### src/rtl/move_arbiter.sv
// Tic-tac-toe move arbiter: alternates player/CPU moves, validates them, detects win/draw.
// Optional turn timeout is compiled in with `define MOVE_ARBITER_TIMEOUT_EN.
module move_arbiter #(
    parameter int START_TURN = 0,
    parameter int TIMEOUT    = 255
) (
    input  logic        clock,
    input  logic        reset,
    input  logic        new_game,
    input  logic        player_valid,
    input  logic [1:0]  player_row,
    input  logic [1:0]  player_col,
    output logic        player_ready,
    input  logic        cpu_valid,
    input  logic [1:0]  cpu_row,
    input  logic [1:0]  cpu_col,
    output logic        cpu_ready,
    output logic [17:0] board,
    output logic        turn,
    output logic [3:0]  move_count,
    output logic        illegal,
    output logic        game_over,
    output logic [1:0]  winner,
    output logic [1:0]  dbg_state
);

    typedef enum logic [1:0] {
        TURN_P = 2'd0,
        TURN_C = 2'd1,
        CHECK  = 2'd2,
        DONE   = 2'd3
    } state_e;

    localparam logic   START_SIDE  = (START_TURN != 0);
    localparam state_e START_STATE = (START_TURN != 0) ? TURN_C : TURN_P;

    state_e      state_q, state_d;
    logic [17:0] board_q, board_d;
    logic [3:0]  move_count_q, move_count_d;
    logic [1:0]  winner_q, winner_d;
    logic        illegal_q, illegal_d;
    logic        turn_q, turn_d;

    logic        in_turn;
    logic        mv_valid;
    logic [1:0]  mv_row, mv_col;
    logic [3:0]  cell_idx;
    logic [1:0]  target;
    logic        in_range;
    logic        mv_fire, mv_legal, mv_bad;
    logic [1:0]  mark;
    logic        line_hit;
    logic        timeout_hit;

    function automatic logic has_line(input logic [17:0] b, input logic [1:0] m);
        logic [8:0] own;
        for (int i = 0; i < 9; i++) begin
            own[i] = (b[2*i +: 2] == m);
        end
        return (own[0] & own[1] & own[2]) | (own[3] & own[4] & own[5]) |
               (own[6] & own[7] & own[8]) | (own[0] & own[3] & own[6]) |
               (own[1] & own[4] & own[7]) | (own[2] & own[5] & own[8]) |
               (own[0] & own[4] & own[8]) | (own[2] & own[4] & own[6]);
    endfunction

    // Handshake: a move transfers on a rising edge where valid && ready; ready is a pure
    // function of state, and the inactive side's valid/row/col are ignored entirely.
    always_comb begin
        in_turn  = (state_q == TURN_P) || (state_q == TURN_C);
        mv_valid = 1'b0;
        mv_row   = player_row;
        mv_col   = player_col;
        if (state_q == TURN_P) begin
            mv_valid = player_valid;
        end else if (state_q == TURN_C) begin
            mv_valid = cpu_valid;
            mv_row   = cpu_row;
            mv_col   = cpu_col;
        end
        in_range = (mv_row != 2'd3) && (mv_col != 2'd3);
        cell_idx = ({2'b00, mv_row} * 4'd3) + {2'b00, mv_col};
        target   = 2'b00;
        for (int i = 0; i < 9; i++) begin
            if (cell_idx == 4'(i)) begin
                target = board_q[2*i +: 2];
            end
        end
        // new_game wins over a simultaneous handshake, so the move is simply dropped
        mv_fire  = mv_valid && !new_game;
        mv_legal = mv_fire && in_range && (target == 2'b00);
        mv_bad   = mv_fire && !(in_range && (target == 2'b00));
        mark     = turn_q ? 2'b10 : 2'b01;
        line_hit = has_line(board_q, mark);
    end

`ifdef MOVE_ARBITER_TIMEOUT_EN
    localparam int TW = $clog2(TIMEOUT + 1);
    logic [TW-1:0] tmo_q, tmo_d;

    always_comb begin
        timeout_hit = in_turn && !new_game && !mv_legal && (tmo_q == TW'(TIMEOUT - 1));
        if (new_game || !in_turn || mv_legal || timeout_hit) begin
            tmo_d = '0;
        end else begin
            tmo_d = tmo_q + 1'b1;
        end
    end

    always_ff @(posedge clock or negedge reset) begin
        if (!reset) begin
            tmo_q <= '0;
        end else begin
            tmo_q <= tmo_d;
        end
    end
`else
    logic unused_timeout_cfg;
    assign unused_timeout_cfg = (TIMEOUT != 0);
    assign timeout_hit        = 1'b0;
`endif

    always_ff @(posedge clock or negedge reset) begin
        if (!reset) begin
            state_q <= START_STATE;
        end else begin
            state_q <= state_d;
        end
    end

    always_comb begin
        state_d = state_q;
        if (new_game) begin
            state_d = START_STATE;
        end else begin
            case (state_q)
                TURN_P: begin
                    if (mv_legal)         state_d = CHECK;
                    else if (timeout_hit) state_d = TURN_C;
                end
                TURN_C: begin
                    if (mv_legal)         state_d = CHECK;
                    else if (timeout_hit) state_d = TURN_P;
                end
                CHECK: begin
                    if (line_hit || (move_count_q == 4'd9)) state_d = DONE;
                    else state_d = turn_q ? TURN_P : TURN_C;
                end
                DONE:    state_d = DONE;
                default: state_d = START_STATE;
            endcase
        end
    end

    always_comb begin
        board_d      = board_q;
        move_count_d = move_count_q;
        winner_d     = winner_q;
        turn_d       = turn_q;
        illegal_d    = 1'b0;
        if (new_game) begin
            board_d      = '0;
            move_count_d = '0;
            winner_d     = 2'b00;
            turn_d       = START_SIDE;
        end else if (in_turn) begin
            if (mv_legal) begin
                for (int i = 0; i < 9; i++) begin
                    if (cell_idx == 4'(i)) begin
                        board_d[2*i +: 2] = mark;
                    end
                end
                move_count_d = move_count_q + 4'd1;
            end else begin
                if (mv_bad) begin
                    illegal_d = 1'b1;
                end
                if (timeout_hit) begin
                    illegal_d = 1'b1;
                    turn_d    = ~turn_q;
                end
            end
        end else if (state_q == CHECK) begin
            // turn_q still names the side that just moved; the mark encoding doubles as winner code
            if (line_hit) begin
                winner_d = mark;
            end else if (move_count_q == 4'd9) begin
                winner_d = 2'b11;
            end else begin
                turn_d = ~turn_q;
            end
        end
    end

    always_ff @(posedge clock or negedge reset) begin
        if (!reset) begin
            board_q      <= '0;
            move_count_q <= '0;
            winner_q     <= 2'b00;
            illegal_q    <= 1'b0;
            turn_q       <= START_SIDE;
        end else begin
            board_q      <= board_d;
            move_count_q <= move_count_d;
            winner_q     <= winner_d;
            illegal_q    <= illegal_d;
            turn_q       <= turn_d;
        end
    end

    always_comb begin
        player_ready = (state_q == TURN_P);
        cpu_ready    = (state_q == TURN_C);
        game_over    = (state_q == DONE);
    end

    assign board      = board_q;
    assign move_count = move_count_q;
    assign winner     = winner_q;
    assign illegal    = illegal_q;
    assign turn       = turn_q;
    assign dbg_state  = state_q;

endmodule

### config.mk
export PLATFORM = sky130hd
export DESIGN_NAME = move_arbiter
export DESIGN_NICKNAME = d
export VERILOG_FILES = /design/src/rtl/move_arbiter.sv
export SDC_FILE = /design/constraint.sdc
export NUM_CORES = 1
export LEC_CHECK = 0
export BUFFER_PORTS_ARGS = -buffer_cell sky130_fd_sc_hd__buf_2
export CAP_MARGIN = 20
export CORE_ASPECT_RATIO = 1.25
export CORE_MARGIN = 2
export CORE_UTILIZATION = 50
export DETAILED_ROUTE_END_ITERATION = 12
export PLACE_DENSITY = 0.75
export SETUP_SLACK_MARGIN = 0.3
export SLEW_MARGIN = 30
export SYNTH_ARGS = -nofsm -noshare
export SYNTH_HDL_FRONTEND = slang
export SYNTH_SLANG_ARGS = --single-unit
### constraint.sdc
create_clock -name clock -period 8.8 [get_ports clock]
set_input_delay 0.88 -clock clock [delete_from_list [all_inputs] [get_ports clock]]
set_output_delay 0.88 -clock clock [all_outputs]
set_load 0.005 [all_outputs]
* Word-level counts from Yosys, hierarchy flattened
Cells that the tools add are included.
Word-level totals: bits of input ports 13, word-level logic and storage cells 157, flip-flop bits (word level) 28, output and inout port bits 31
Cells by class: reduce and logical (&&, ||, !) cells 39, muxes and demuxes 50, bitwise operators 24, $add $sub $neg 2, eq/ne operators 27, multipliers 1
Operators with widths (number):
- $mux W2 | 31
- $mux W18 | 3
- $reduce_and A3 Y1 | 10
- $reduce_bool A2 Y1 | 12
- $eq A2 B2 Y1 | 9
- $and A1 B1 Y1 | 16
- $eq A4 B3 Y1 const B | 4
- $mux W1 | 12
- $mux W4 | 3
- $ne A2 B2 Y1 const B | 5
- $eq A4 B2 Y1 const B | 2
- $eq A4 B4 Y1 const B | 2
- $or A1 B1 Y1 | 7
- $logic_and A1 B1 Y1 | 6
- $pmux W2 S3 | 1
- $add A4 B1 Y4 const B | 1
- $add A4 B2 Y4 | 1
- $eq A2 B2 Y1 const B | 2
- $eq A4 B1 Y1 const B | 1
- $logic_not A2 Y1 | 2
- $logic_not A4 Y1 | 1
- $mul A2 B2 Y4 const B | 1
- $reduce_and A4 Y1 | 1
- $ne A3 B1 Y1 const B | 1
- 7 further kinds | 9

* Depth between registers and ports, before layout
word-level depth 23, gate-level depth with buffers 14, gate-level depth less buffers 13

* Worst setup path before layout
OpenSTA, ideal clock, no wires.
kind in2reg, start point input port player_row[0], end point register move_count_q[3], in the netlist move_count[3], cell stages on the path 12, required time 8.726 ns, setup slack 5.105 ns, data arrival time 3.620 ns, path buffers 1, setup time 0.074 ns, cell sequence mux2_2 fa_1 ha_1 inv_1 fa_1 nand2b_1 o32a_1 o211ai_1 a211oi_4 buf_6 nand3_2 a21oi_2
Between the ends: word-level cells in the longest chain between the ends 18, elaborated cells on any way between the ends 29, classes of those cells 1 x add/sub; 1 x mul; 9 x eq/ne; 11 x mux; 7 x reduce/logical
RTL lines:
- start: declaration | line 11 | input logic [1:0] player_row,
- $mux W2 | line 75 | end else if (state_q == TURN_C) begin
- $mux W2 (*) | line 73 | if (state_q == TURN_P) begin
- $mul A2 B2 Y4 | line 81 | cell_idx = ({2'b00, mv_row} * 4'd3) + {2'b00, mv_col};
- $add A4 B2 Y4 | line 81
- $logic_not A4 Y1 | line 84 | if (cell_idx == 4'(i)) begin
- $mux W2 (9 in series) | line 84
- $logic_not A2 Y1 | line 90 | mv_legal = mv_fire && in_range && (target == 2'b00);
- $logic_and A1 B1 Y1 (*) | line 90
- $reduce_bool A2 Y1 (no line) (*)
- $reduce_and A2 Y1 (no line) (*)
- end signal: assignment | line 203 | move_count_q <= move_count_d;
- end: declaration | line 39 | logic [3:0] move_count_q, move_count_d;
Mark *: on every way between the ends. The rest lies on a longest branch, timed or not. A chain may end at the register's enable or synchronous reset.

* Final worst setup path
start point register state_q[1], in the netlist dbg_state[1], end point register move_count_q[1], in the netlist move_count[1]
Between the ends: word-level cells in the longest chain between the ends 19, elaborated cells on any way between the ends 39, classes of those cells 1 x add/sub; 1 x mul; 11 x eq/ne; 15 x mux; 11 x reduce/logical
RTL lines:
- start: declaration | line 37 | state_e state_q, state_d;
- start signal: assignment | line 126 | state_q <= state_d;
- $eq A2 B1 Y1 | line 69, 75
- $mux W2 | line 75
- $mux W2 | line 73
- $mul A2 B2 Y4 | line 81
- $add A4 B2 Y4 | line 81
- $logic_not A4 Y1 | line 84
- $mux W2 (9 in series) | line 84
- $logic_not A2 Y1 | line 90
- $logic_and A1 B1 Y1 | line 90
- $reduce_bool A2 Y1 (no line)
- $reduce_and A2 Y1 (no line) (*)
Marked as above.

==> impl_results.rst <==
.. list-table::
   :header-rows: 1

   * - Metric
     - Value
   * - Outcome
     - completed
   * - Number of flops mapped to enable cells by yosys
     - 0
   * - Power density over the cells
     - between 150 and 200 nW/um^2
   * - Register bit total from synthesis
     - 28
   * - Resized cells post-CTS
     - 0
   * - Post-CTS Hold Buffers
     - 0
   * - Initial DRC count
     - 73
   * - Number of antenna violations at the first check in global routing
     - 0
   * - Startpoint type of the worst setup path
     - register
   * - DRC violation count after routing
     - 0
   * - Gr usage total
     - 0.2130
   * - TritonCTS sink count
     - 28
   * - Post-synth design cell area
     - between 1500 and 2000 um^2
   * - Largest clock skew in the final design
     - around 0.0054 ns
   * - Layout-stage area growth over the synthesis result
     - 13.33%
   * - Number of rows in the core area
     - 25
   * - CP Class
     - reg -> reg
   * - Final hold violation count
     - 0
   * - Initial Utilization
     - 0.5200
   * - Number of cells in the finished layout apart from fillers
     - roughly 290
   * - Number of synthesis warnings
     - 0
   * - Final setup TNS
     - 0 ns
   * - Leakage power of the design
     - 0.9936 nW
   * - Global route total overflow
     - 0
   * - Skew-Pair Late Insertion Delay
     - 0.29 ns
   * - Placed wire-length estimate after detailed placement
     - 3247 um
   * - Number of top-level design ports
     - 44
   * - Cell chosen for the clock root
     - sky130_fd_sc_hd__clkbuf_8
   * - Core Footprint
     - 3754 um^2
   * - Layout cell share with drive strength beyond 1
     - 0.2702
   * - Die Y-Extent
     - 73.86 um
   * - Wire length of the first global-routing pass
     - 7086 um
   * - Worst IR drop on VDD
     - 71.31 uV
   * - Setup repair after global routing missed its margin
     - no
   * - Input/output buffers
     - 43
   * - Total routed wirelength
     - around 4500 um
   * - CTS tree
     - done
   * - Number of detailed-route iterations in the first pass
     - 4
   * - Capturing element type of the critical path
     - register
   * - Transition at the pin with the smallest max-transition slack
     - a little under 0.9 ns
   * - Final period demand of the worst path
     - 4.286 ns
   * - Die X
     - around 60 um
   * - Synth top area share
     - 0.3590
   * - FFs w/ async S/R, synth
     - 1.000
   * - Synth Instances
     - 211
   * - Maximum net fanout on the critical path
     - 13
   * - Post-layout nets
     - 269
   * - Vias in the first global route
     - 1,533
   * - Depth of the CTS H-tree
     - 1
   * - Routed via count divided by cell count
     - between 5 and 6
   * - Share of the cycle needed by the critical path after routing
     - 0.4870
   * - Mean routed wirelength per cell
     - approximately 16 um
   * - Post-CTS Setup Repair Bufs
     - 0
   * - Primary FF master, synth
     - sky130_fd_sc_hd__dfrtp_1
   * - Endpoints failing setup
     - 0
   * - Post-detailed-route count of antenna-violating nets
     - 0
   * - Cell types with the largest area share after synthesis
     - sky130_fd_sc_hd__dfrtp_1, sky130_fd_sc_hd__nor2_1, sky130_fd_sc_hd__a31oi_1
   * - Peak clock frequency supported by timing
     - ~230 MHz
   * - Maximum count of clock buffers along a single path
     - 2
   * - Worst rel slew slack
     - 0.4236
   * - Vias post-DR
     - 1,724
   * - Clock transition at the registers of the reported paths
     - 0.10 ns
   * - Max Cap Violations
     - 0
   * - RD Place Congestion
     - 1.003
   * - Pins over their slew limit
     - 0
   * - Cell total after placement
     - roughly 280
   * - Endpoint required time on the critical path
     - 9.00 ns
   * - HP Class
     - reg -> reg
   * - Sequential-to-total area share from yosys stat
     - 0.3590
   * - Diodes inserted
     - 0
   * - Cts bufs inserted
     - 3
   * - Syn Area/Cell
     - 9.251 um^2
   * - Area leader, netlist
     - sky130_fd_sc_hd__dfrtp_1
   * - Distinct cells, synth
     - 51
   * - Post-Syn Nets
     - 231
   * - Pin count of the biggest net entering global routing
     - 29
   * - CP arrival
     - ~4.5 ns
   * - Full die area
     - 4423 um^2
[power by group]
group	switching (mW)	internal (mW)	leakage, nW
registers	0.0104	0.133	0.389
clock network	0.0423	0.0402	0.0288
logic	0.0692	0.0425	0.576
total	0.122	0.216	0.994
[cells by family (layout without fill, tap and decap cells)]
| logic type | count (synthesis) | after routing | synth area share |
|---|---|---|---|
| AND/OR/NAND/NOR | 91 | 91 | 0.2410 |
| multiplexers | 9 | 9 | 0.05577 |
| adder cells (fa/ha/maj) | 7 | 7 | 0.05256 |
| buffers and inverters | 19 | 56 | 0.05192 |
| XOR/XNOR | 1 | 1 | 0.004488 |
| AO/OA/AOI/OAI | 56 | 56 | 0.2353 |
| flip-flops | 28 | 28 | 0.3590 |
[placed cells by master, fill, tap and decap left out, types with 3 or more instances in the layout]
cell                        n
sky130_fd_sc_hd__nand2_1    7
sky130_fd_sc_hd__nor3b_1    6
sky130_fd_sc_hd__o31ai_1    3
sky130_fd_sc_hd__mux2_2     4
sky130_fd_sc_hd__clkbuf_8   4
sky130_fd_sc_hd__buf_2     43
sky130_fd_sc_hd__o22ai_1    8
sky130_fd_sc_hd__nand3b_1   3
sky130_fd_sc_hd__a21oi_1    3
sky130_fd_sc_hd__mux2i_1    3
sky130_fd_sc_hd__nand2b_1  11
sky130_fd_sc_hd__inv_1      7
sky130_fd_sc_hd__nor2_1    44
sky130_fd_sc_hd__a31oi_1   20
sky130_fd_sc_hd__ha_1       5
sky130_fd_sc_hd__dfrtp_1   28
sky130_fd_sc_hd__o21ai_0    3
sky130_fd_sc_hd__nor3_1     5
[layout make-up]
| class | count | area [um^2] |
|---|---|---|
| well taps | 40 | 50.05 |
| repair buffers | 44 | 226.5 |
| clock buffers | 4 | 55.05 |
| inverters | 8 | 30.03 |
| fillers | 338 | 1541 |
| flip-flops and latches | 28 | 700.7 |
| multi-input cells | 164 | 1150 |
[critical path, cell delays in order, from the launching register on]
cell and delay [ns]:
sky130_fd_sc_hd__dfrtp_1 0.49, sky130_fd_sc_hd__nand2b_1 0.24, sky130_fd_sc_hd__inv_1 0.15, sky130_fd_sc_hd__mux2_2 0.39
sky130_fd_sc_hd__fa_1 0.52, sky130_fd_sc_hd__ha_1 0.15, sky130_fd_sc_hd__inv_1 0.05, sky130_fd_sc_hd__fa_1 0.61
sky130_fd_sc_hd__nand2b_1 0.27, sky130_fd_sc_hd__o32a_1 0.20, sky130_fd_sc_hd__o211ai_1 0.12, sky130_fd_sc_hd__a211oi_4 0.53
sky130_fd_sc_hd__buf_6 0.24, sky130_fd_sc_hd__nor2_1 0.05, sky130_fd_sc_hd__a211oi_1 0.20
[Yosys cell counts, drive strengths merged, types with 2 or more instances]
master   count
dfrtp       28
o31ai        3
nor2        44
nand2        7
a211oi       3
a2111oi      2
a21oi        4
mux2i        3
a21o         2
or2b         2
nor4         2
buf          8
or3b         3
nand3b       3
clkbuf       3
mux2         5
o22ai       10
nand2b      11
inv          8
o21ai        3
nor2b        2
a31oi       20
fa           2
nor3         5
ha           5
nor3b        6
o21bai       2
[path summary, 6_finish.rpt]
kind                                from            end  slack [ns]  cells past startpoint
max                         dbg_state[1]  move_count[1]        4.51                     14
min                        move_count[2]  move_count[2]        0.53                      1
max reg2reg                 dbg_state[1]  move_count[1]        4.51                     14
min reg2reg                move_count[2]  move_count[2]        0.53                      1
max in group asynchronous          reset      board[15]        7.78                      1
min in group asynchronous          reset  move_count[2]        0.60                      1
[routing by layer]
layer	vias up	wire (um)	GRT usage	share of wire
met5	-	0	0	0
met4	0	55	0.07160	0.012
met3	5	111	0.02817	0.025
met2	28	2288	0.3587	0.51
met1	846	2041	0.2775	0.45
li1	845	-	-	-
[flip-flops by register name (all words and copies together) (netlist names)]
signal and flops:
board 18, illegal 1, move_count 4, winner 2, turn 1, dbg_state 2
[metrics by stage]
step           hold slack [ns]  instance area [um^2]  utilization  setup WS (ns)  total power [mW]
2_1_floorplan           0.5025                  1952            -          5.105            0.2295
3_3_place_gp            0.5092                  2146       0.5717          4.486            0.2540
3_5_place_dp            0.5130                  2146       0.5717          4.356            0.2555
4_1_cts                 0.5280                  2201       0.5863          4.388            0.3368
5_1_grt                 0.5539                  2212       0.5893          4.300            0.3551
6_report                0.5278                  2212       0.5893          4.515            0.3377
Note: power is estimated with default switching activity, not from simulation.
